--- src/rtl/prog_loader_pkg.sv ---
// rtl/prog_loader_pkg.sv - state encoding, size defaults and helpers for prog_loader (optional PROG_LOADER_CHECKSUM_EN)
package prog_loader_pkg;

  // Default program store: 32 instruction words addressed by 5 bits.
  localparam int PL_DEPTH  = 32;
  localparam int PL_ADDR_W = 5;

  // Download sequencer states; CHK only exists when the trailing checksum byte is compiled in.
  typedef enum logic [2:0] {
    ST_IDLE,
    ST_LEN,
    ST_DATA,
`ifdef PROG_LOADER_CHECKSUM_EN
    ST_CHK,
`endif
    ST_RUN,
    ST_ERR
  } pl_state_e;

  // A length byte is usable when it names at least one word and fits the program store.
  function automatic logic len_in_range(input logic [7:0] len, input int depth);
    return (len != 8'd0) && (int'(len) <= depth);
  endfunction

  // States in which the loader owns the CPU program store and consumes stream bytes.
  function automatic logic is_loading(input pl_state_e st);
    logic r;
    r = 1'b0;
    case (st)
      ST_LEN, ST_DATA: r = 1'b1;
`ifdef PROG_LOADER_CHECKSUM_EN
      ST_CHK: r = 1'b1;
`endif
      default: r = 1'b0;
    endcase
    return r;
  endfunction

endpackage

--- src/rtl/prog_loader.sv ---
// rtl/prog_loader.sv - byte-stream program downloader feeding a CPU instruction store (PROG_LOADER_CHECKSUM_EN adds a checksum byte)
module prog_loader
  import prog_loader_pkg::*;
#(
  parameter int DEPTH  = PL_DEPTH,
  parameter int ADDR_W = PL_ADDR_W
) (
  input  logic              clock,
  input  logic              reset,
  input  logic              start,
  input  logic [7:0]        in_data,
  input  logic              in_valid,
  output logic              in_ready,
  output logic              load,
  output logic [7:0]        load_data,
  output logic [ADDR_W-1:0] load_addr,
  output logic              load_we,
  output logic              cpu_run,
  output logic              err
);

  // The word counter is one bit wider than the address so it can hold L == DEPTH
  // without the address field ever wrapping.
  localparam int CNT_W = ADDR_W + 1;

  pl_state_e          state_q, state_d;
  logic [CNT_W-1:0]   len_q, len_d;
  logic [CNT_W-1:0]   cnt_q, cnt_d;
  logic [CNT_W-1:0]   cnt_inc;
  logic [7:0]         load_data_q, load_data_d;
  logic [ADDR_W-1:0]  load_addr_q, load_addr_d;
  logic               load_we_q, load_we_d;
  logic               load_q, load_d;
  logic               cpu_run_q, cpu_run_d;
  logic               err_q, err_d;
  logic               in_ready_q, in_ready_d;
  logic               accept;
  logic               last_word;
`ifdef PROG_LOADER_CHECKSUM_EN
  logic [7:0]         sum_q, sum_d;
`endif

  assign accept    = in_valid && in_ready_q;
  assign cnt_inc   = cnt_q + CNT_W'(1);
  assign last_word = (cnt_inc == len_q);

  // Next-state, datapath and registered-output computation for the download sequencer.
  always_comb begin
    state_d     = state_q;
    len_d       = len_q;
    cnt_d       = cnt_q;
    load_data_d = load_data_q;
    load_addr_d = load_addr_q;
    load_we_d   = 1'b0;
`ifdef PROG_LOADER_CHECKSUM_EN
    sum_d       = sum_q;
`endif

    case (state_q)
      ST_IDLE, ST_RUN: begin
        // A fresh download (or a reload from RUN) restarts the address stream at 0.
        if (start) begin
          state_d     = ST_LEN;
          cnt_d       = '0;
          load_addr_d = '0;
`ifdef PROG_LOADER_CHECKSUM_EN
          sum_d       = 8'd0;
`endif
        end
      end

      ST_LEN: begin
        if (accept) begin
          if (len_in_range(in_data, DEPTH)) begin
            state_d = ST_DATA;
            len_d   = in_data[CNT_W-1:0];
          end else begin
            state_d = ST_ERR;
          end
        end
      end

      ST_DATA: begin
        if (accept) begin
          load_we_d   = 1'b1;
          load_data_d = in_data;
          load_addr_d = cnt_q[ADDR_W-1:0];
          cnt_d       = cnt_inc;
`ifdef PROG_LOADER_CHECKSUM_EN
          sum_d       = sum_q + in_data;
          if (last_word) state_d = ST_CHK;
`else
          if (last_word) state_d = ST_RUN;
`endif
        end
      end

`ifdef PROG_LOADER_CHECKSUM_EN
      ST_CHK: begin
        if (accept) begin
          state_d = (in_data == sum_q) ? ST_RUN : ST_ERR;
        end
      end
`endif

      ST_ERR: begin
        state_d = ST_ERR;
      end

      default: begin
        state_d = ST_IDLE;
      end
    endcase

    // Outputs are registered from the next state. load is stretched over the final
    // write pulse, and cpu_run waits until that pulse is gone so the two never overlap.
    in_ready_d = is_loading(state_d);
    load_d     = is_loading(state_d) || load_we_d;
    cpu_run_d  = (state_d == ST_RUN) && !load_we_d;
    err_d      = (state_d == ST_ERR);
  end

  // State and output registers with synchronous active-high reset.
  always_ff @(posedge clock) begin
    if (reset) begin
      state_q     <= ST_IDLE;
      len_q       <= '0;
      cnt_q       <= '0;
      load_data_q <= 8'd0;
      load_addr_q <= '0;
      load_we_q   <= 1'b0;
      load_q      <= 1'b0;
      cpu_run_q   <= 1'b0;
      err_q       <= 1'b0;
      in_ready_q  <= 1'b0;
`ifdef PROG_LOADER_CHECKSUM_EN
      sum_q       <= 8'd0;
`endif
    end else begin
      state_q     <= state_d;
      len_q       <= len_d;
      cnt_q       <= cnt_d;
      load_data_q <= load_data_d;
      load_addr_q <= load_addr_d;
      load_we_q   <= load_we_d;
      load_q      <= load_d;
      cpu_run_q   <= cpu_run_d;
      err_q       <= err_d;
      in_ready_q  <= in_ready_d;
`ifdef PROG_LOADER_CHECKSUM_EN
      sum_q       <= sum_d;
`endif
    end
  end

  assign in_ready  = in_ready_q;
  assign load      = load_q;
  assign load_data = load_data_q;
  assign load_addr = load_addr_q;
  assign load_we   = load_we_q;
  assign cpu_run   = cpu_run_q;
  assign err       = err_q;

endmodule

--- config.mk ---
export PLATFORM = sky130hd
export DESIGN_NAME = prog_loader
export DESIGN_NICKNAME = d
export VERILOG_FILES = /design/src/rtl/prog_loader_pkg.sv /design/src/rtl/prog_loader.sv
export SDC_FILE = /design/constraint.sdc
export NUM_CORES = 1
export LEC_CHECK = 0
export BUFFER_PORTS_ARGS = -buffer_cell sky130_fd_sc_hd__clkbuf_2
export CAP_MARGIN = 10
export CORE_MARGIN = 3
export CORE_UTILIZATION = 29
export DETAILED_ROUTE_END_ITERATION = 8
export PLACE_DENSITY = 0.5
export SLEW_MARGIN = 20
export SYNTH_ARGS = -nofsm -noshare
export SYNTH_HDL_FRONTEND = slang
export SYNTH_SLANG_ARGS = --single-unit
--- constraint.sdc ---
create_clock -name clock -period 5.7 [get_ports clock]
set_clock_uncertainty 0.15 [all_clocks]
set_input_delay 1.14 -clock clock [delete_from_list [all_inputs] [get_ports clock]]
set_output_delay 1.14 -clock clock [all_outputs]
set_load 0.005 [all_outputs]
==> reports/metrics.yaml, run 1 <==
ctsHoldBuffers: 0
slew_viol_final: 0
ys_seq_elements: 33
die_area_um2: 5810
critical_path.endpoint: "load"
startpoint_to_endpoint_class_of_the_critical_path: "flop to flop"
reg2reg_to: "load"
total_leakage_power_nw: 0.688
regToRegSetupSlack_ps: 2780
hp-class: "flop to flop"
num_io_pins: 30
antenna_cells: 0
setup_total_negative_slack_ps: 0
cts_tree: "yes"
remaining_drc_errors: 0
largest_net_degree_at_the_start_of_global_routing: 33
timing.critical_path.arrival_ps: 2940
port_buffers: 29
filler_cell_count: 488
cts-resized-gates: 0
worst_pin_slew_ps: 962
p_per_area_nw_per_um2: 251
critical_path.endpoint_type: "flop"
chipHeight_um: 76.3
async_flop_share_pct: 0
firstDrtPassIters: 5
placement.cell_area_um2: 1630
worstRegToRegCells: 5
path_clk_slew_ps: 60
clk_latency_ps: 280
coreArea_um2: 4560
launch_point_of_the_worst_hold_path: "load_addr[2]"
number_of_global_route_vias_before_repair: 1250
track_usage_pct: 11.9
grt_setup_unrepaired: "false"
final_non_filler_cells: 259
setup.worst_path.start_class: "flop"
synth_sequential_area_ratio_pct: 46.2
post-synth-top-area-cell: "sky130_fd_sc_hd__dfxtp_1"
postSynthCellCount: 164
yosys.cell_types.count: 31
ctsLongestPathBuffers: 2
yosysTopAreaCellShare_pct: 46.2
fmax_achieved_mhz: 342
final_hold_viol_count: 0
synth_most_common_cell: "sky130_fd_sc_hd__dfxtp_1"
final_weighted_congestion_in_routability_driven_placement: 0.770
edff_count_synth: 0
ys_dominant_reg_cell: "sky130_fd_sc_hd__dfxtp_1"
route.antenna.remaining_nets: 0
critical_path_required_ps: 5720
grtUsageMet1_pct: 14.3
max_cap_violations: 0
grt.busiest_layer: "met2"
final_nets: 206
grt_pass1_wl_um: 5690
area.growth.synth_to_final_pct: 19.5
wl_um: 3230
first_iter_violations: 34
critPathLaunch: "state_q[1]"
post-route-period-util_pct: 51.3
cp_max_fo: 13
routed_wire_length_per_instance_um: 12.5
floorplan.initialDensity_pct: 31.4
die_width_um: 76.3
layout-drive-gt1-share_pct: 20.6
run_status: "complete, no violations"
post_synth.cell_area_avg_um2: 8.73
timing.max_slew.rel_slack_pct: 35.9
grt_overflow_total: 0
hpwl_um: 2350
cts_root_buf: "sky130_fd_sc_hd__clkbuf_8"
r2r-start: "state_q[1]"
h-tree-depth: 2
finish.instance_area_um2: 1710
cts_num_sinks: 33
synth.yosys.warnings: 0
placedCellCount: 251
irDropWorstVdd_uv: 119
timing.final.crit_period_ps: 2920
cts_setup_buffers: 0
layout.area.seq_um2: 661
grtUsageMet2_pct: 19.9
netlist_top_cells_area: "sky130_fd_sc_hd__dfxtp_1 (46%), sky130_fd_sc_hd__nand2_1 (7.6%), sky130_fd_sc_hd__a21oi_1 (6.6%)"
netlist_area_um2: 1430
antenna_found_initial: 0
post_drt_via_cell_ratio: 4.66
final-setup-viol-count: 0
synth.net_count: 177
multi_input_comb_area_um2: 739
synth_top_cells_by_count: "sky130_fd_sc_hd__dfxtp_1 (33), sky130_fd_sc_hd__nand2_1 (29), sky130_fd_sc_hd__a21oi_1 (19), sky130_fd_sc_hd__nor2_1 (19), sky130_fd_sc_hd__nand3_1 (12)"
grt_util_met3_pct: 4.02
std_cell_rows: 24
routed-via-count: 1207
numCtsBuffers: 5
flip-flops by register name, indices dropped and copies added, names as in the netlist:
register	flops
cpu_run	1
len_q	6
cnt_q	6
load_addr	5
err	1
state_q	3
in_ready	1
load_we	1
load_data	8
load	1
layout by cell type (no fill, tap or decap):
cell type                  count
sky130_fd_sc_hd__a21o_1        1
sky130_fd_sc_hd__a21oi_1      19
sky130_fd_sc_hd__a21oi_4       1
sky130_fd_sc_hd__a22oi_1       2
sky130_fd_sc_hd__a32oi_1       1
sky130_fd_sc_hd__a41oi_1       1
sky130_fd_sc_hd__and2_1        1
sky130_fd_sc_hd__clkbuf_1      3
sky130_fd_sc_hd__clkbuf_2     29
sky130_fd_sc_hd__clkbuf_8      5
sky130_fd_sc_hd__dfxtp_1      33
sky130_fd_sc_hd__ha_1          1
sky130_fd_sc_hd__inv_1         1
sky130_fd_sc_hd__mux2_2        2
sky130_fd_sc_hd__mux2i_1       6
sky130_fd_sc_hd__nand2_1      29
sky130_fd_sc_hd__nand3_1      12
sky130_fd_sc_hd__nand3b_1      3
sky130_fd_sc_hd__nand4_4       1
sky130_fd_sc_hd__nor2_1       19
sky130_fd_sc_hd__nor2b_1       3
sky130_fd_sc_hd__nor3b_1       1
sky130_fd_sc_hd__nor3b_2       1
sky130_fd_sc_hd__nor4_1        1
sky130_fd_sc_hd__nor4b_1       1
sky130_fd_sc_hd__o21ai_0       3
sky130_fd_sc_hd__o21ai_1       1
sky130_fd_sc_hd__or3_4         1
sky130_fd_sc_hd__or4_1         1
sky130_fd_sc_hd__xnor2_1       8
sky130_fd_sc_hd__xnor3_1       1
sky130_fd_sc_hd__xor2_1        2
critical path, cell delays in order, from the launching register on:
cell	delay [ps]
sky130_fd_sc_hd__dfxtp_1	440
sky130_fd_sc_hd__nor3b_2	650
sky130_fd_sc_hd__nand3_1	570
sky130_fd_sc_hd__nor4_1	410
sky130_fd_sc_hd__a41oi_1	250
sky130_fd_sc_hd__mux2_2	330
metal layers:
layer	share of wire, %	up-vias
met3	4.1	2
li1	-	620
met1	47	565
met2	48	20
met4	0.71	0
met5	0	-
metrics by stage:
step	worst slack, ps	util (%)	hold WS, ps	power [mW]
floorplan	2940	-	298	0.258
global placement	2750	35.7	293	0.270
detailed placement	2710	35.7	299	0.270
CTS	2820	37.5	306	0.437
global route	2440	37.5	324	0.448
finish	2780	37.5	301	0.430
worst min path at each step:
| stage | end | depth (start not counted) | slack [ps] |
|---|---|---|---|
| after floorplan | load_addr[1] | 2 | 300 |
| after global placement | load_data[2] | 2 | 290 |
| after detailed placement | load_addr[2] | 2 | 300 |
| after CTS | load_addr[2] | 2 | 310 |
| after global routing | load_data[7] | 2 | 320 |
| final | load_addr[2] | 2 | 300 |
cell families after synthesis:
| group | after synthesis | synth area share (%) |
|---|---|---|
| xor+xnor | 11 | 7.69 |
| flops | 33 | 46.2 |
| mux | 8 | 5.77 |
| fa+ha+maj | 1 | 0.874 |
| buf+inv | 8 | 2.18 |
| simple gates | 74 | 25.4 |
| compound gates | 29 | 12.0 |
area by class of cell:
type | count | area share (%)
Clock buffer | 8 | 4.68
Tap cell | 65 | 4.75
Multi-Input combinational cell | 123 | 43.2
Inverter | 1 | 0.219
Sequential cell | 33 | 38.6
Timing Repair Buffer | 29 | 8.49
report_power, final:
part	switching (mW)	total, mW	internal [mW]
clock	0.0783	0.165	0.0866
sequential	0.00288	0.236	0.233
combinational	0.0177	0.0284	0.0107
total	0.0989	0.430	0.331
(Power assumes the default switching activity.)
==> run 2, diff against run 1 <==
clock period = 2.7 ns   (was 5.7 ns; I/O delays follow)
==> run 2 against run 1 <==
Compared with the run above: hold slack better by 3.3 ps; cell count is 2.3% higher; non-clock buffer count increased by 6; maximum frequency is 40% higher; critical path type unchanged; highest routed layer unchanged.
==> reports/metrics.yaml, run 2 (same netlist as run 1, synthesis figures left out) <==
run_status: "complete, no violations"
antenna_cells: 0
startpoint_to_endpoint_class_of_the_critical_path: "flop to flop"
post_drt_via_cell_ratio: 4.62
final_hold_viol_count: 0
wl_um: 3190
setup.worst_path.start_class: "flop"
timing.max_slew.rel_slack_pct: 70.1
ctsHoldBuffers: 0
cp_max_fo: 7
cts_tree: "yes"
std_cell_rows: 24
cts-resized-gates: 0
critical_path.endpoint_type: "flop"
multi_input_comb_area_um2: 739
layout-drive-gt1-share_pct: 24.0
internal_power_uw: 697
irDropWorstVdd_uv: 251
net-switching-power_uw: 220
die_width_um: 76.3
critical_path_required_ps: 2720
share_comb_of_total_power_pct: 7.0
largest_reg_flops: 8
first_iter_violations: 50
route.antenna.remaining_nets: 0
final_cell_mix: "sky130_fd_sc_hd__dfxtp_1 (33), sky130_fd_sc_hd__nand2_1 (29), sky130_fd_sc_hd__clkbuf_2 (29)"
path_clk_slew_ps: 70
routed_wire_length_per_instance_um: 12.0
worst_pin_slew_ps: 448
layout.area.seq_um2: 661
slew_viol_final: 0
die_area_um2: 5810
p_per_area_nw_per_um2: 521
largest_net_degree_at_the_start_of_global_routing: 22
clockPowerShare_pct: 38.6
timing.critical_path.arrival_ps: 2110
firstDrtPassIters: 4
ctsLongestPathBuffers: 2
area.growth.synth_to_final_pct: 22.8
track_usage_pct: 11.5
grt_setup_unrepaired: "false"
final_nets: 212
fmax_achieved_mhz: 479
cts_num_sinks: 33
numCtsBuffers: 5
grt_pass1_wl_um: 5350
coreArea_um2: 4560
final_weighted_congestion_in_routability_driven_placement: 0.806
share_of_the_core_filled_with_cells_pct: 38.5
seq_power_share_pct: 54.5
port_buffers: 29
clk_latency_ps: 280
post-route-period-util_pct: 77.3
cts_setup_buffers: 0
hpwl_um: 2400
cts_root_buf: "sky130_fd_sc_hd__clkbuf_8"
timing.final.crit_period_ps: 2090
final_common_cell: "sky130_fd_sc_hd__dfxtp_1"
final-setup-viol-count: 0
num_io_pins: 30
number_of_global_route_vias_before_repair: 1138
h-tree-depth: 2
total_leakage_power_nw: 0.724
switching_share_of_power_pct: 24.0
grt_overflow_total: 0
max_cap_violations: 0
floorplan.initialDensity_pct: 31.4
remaining_drc_errors: 0
routed-via-count: 1223
chipHeight_um: 76.3
antenna_found_initial: 0
filler_cell_count: 487
hp-class: "flop to flop"
setup_total_negative_slack_ps: 0
-- run 2: changes by cell type in the layout (fill, tap and decap cells not counted) --
cell,change
sky130_fd_sc_hd__clkinv_2,+2
sky130_fd_sc_hd__clkbuf_1,-2
sky130_fd_sc_hd__buf_4,+6
-- run 2: through the flow --
stage          total power, mW  std cells  worst slack [ps]  hold WS, ps  area [um^2]
6_report                 0.917        265               614          305         1760
5_1_grt                  0.956        265               421          320         1760
4_1_cts                  0.930        265               588          306         1760
3_5_place_dp             0.575        257               341          296         1680
3_3_place_gp             0.573        257               390          292         1680
2_1_floorplan            0.545        164               545          298         1430
-- run 2: power groups by stage --
| stage | logic [mW] | registers [mW] | clock network (mW) |
|---|---|---|---|
| 4_1_cts | 0.0650 | 0.499 | 0.366 |
| 5_1_grt | 0.0712 | 0.500 | 0.385 |
| 3_3_place_gp | 0.0633 | 0.510 | 0 |
| 3_5_place_dp | 0.0647 | 0.510 | 0 |
| 6_report | 0.0640 | 0.499 | 0.353 |
| 2_1_floorplan | 0.0357 | 0.509 | 0 |
-- run 2: cell type report --
class,instances,area share (%)
Inverter,1,0.214
Tap cell,65,4.63
Clock inverter,2,0.569
Sequential cell,33,37.6
Clock buffer,6,4.13
Multi-Input combinational cell,123,42.1
Timing Repair Buffer,35,10.8
-- run 2: worst paths after layout --
check,from,end,slack (ps),cells past startpoint
worst min register to register,load_addr[4],load_addr[4],300,2
worst max register to register,cnt_q[0],in_ready,610,6
worst max-delay path,cnt_q[0],in_ready,610,6
worst min-delay path,load_addr[4],load_addr[4],300,2
-- run 2: critical path: stages (launching register included) --
cell and delay [ps]:
sky130_fd_sc_hd__dfxtp_1 470, sky130_fd_sc_hd__ha_1 270, sky130_fd_sc_hd__xnor2_1 150, sky130_fd_sc_hd__xnor2_1 140, sky130_fd_sc_hd__nor4_1 70, sky130_fd_sc_hd__a41oi_1 350, sky130_fd_sc_hd__mux2_2 380
-- run 2: per-layer routing --
| metal | up-vias | part of all wire (%) | GRT usage, % | routed length (um) |
|---|---|---|---|---|
| li1 | 631 | - | - | - |
| met1 | 567 | 44 | 14.4 | 1420 |
| met2 | 21 | 49 | 17.8 | 1560 |
| met3 | 4 | 5.3 | 4.49 | 168 |
| met4 | 0 | 1.4 | 4.35 | 44 |
| met5 | - | 0 | 0 | 0 |
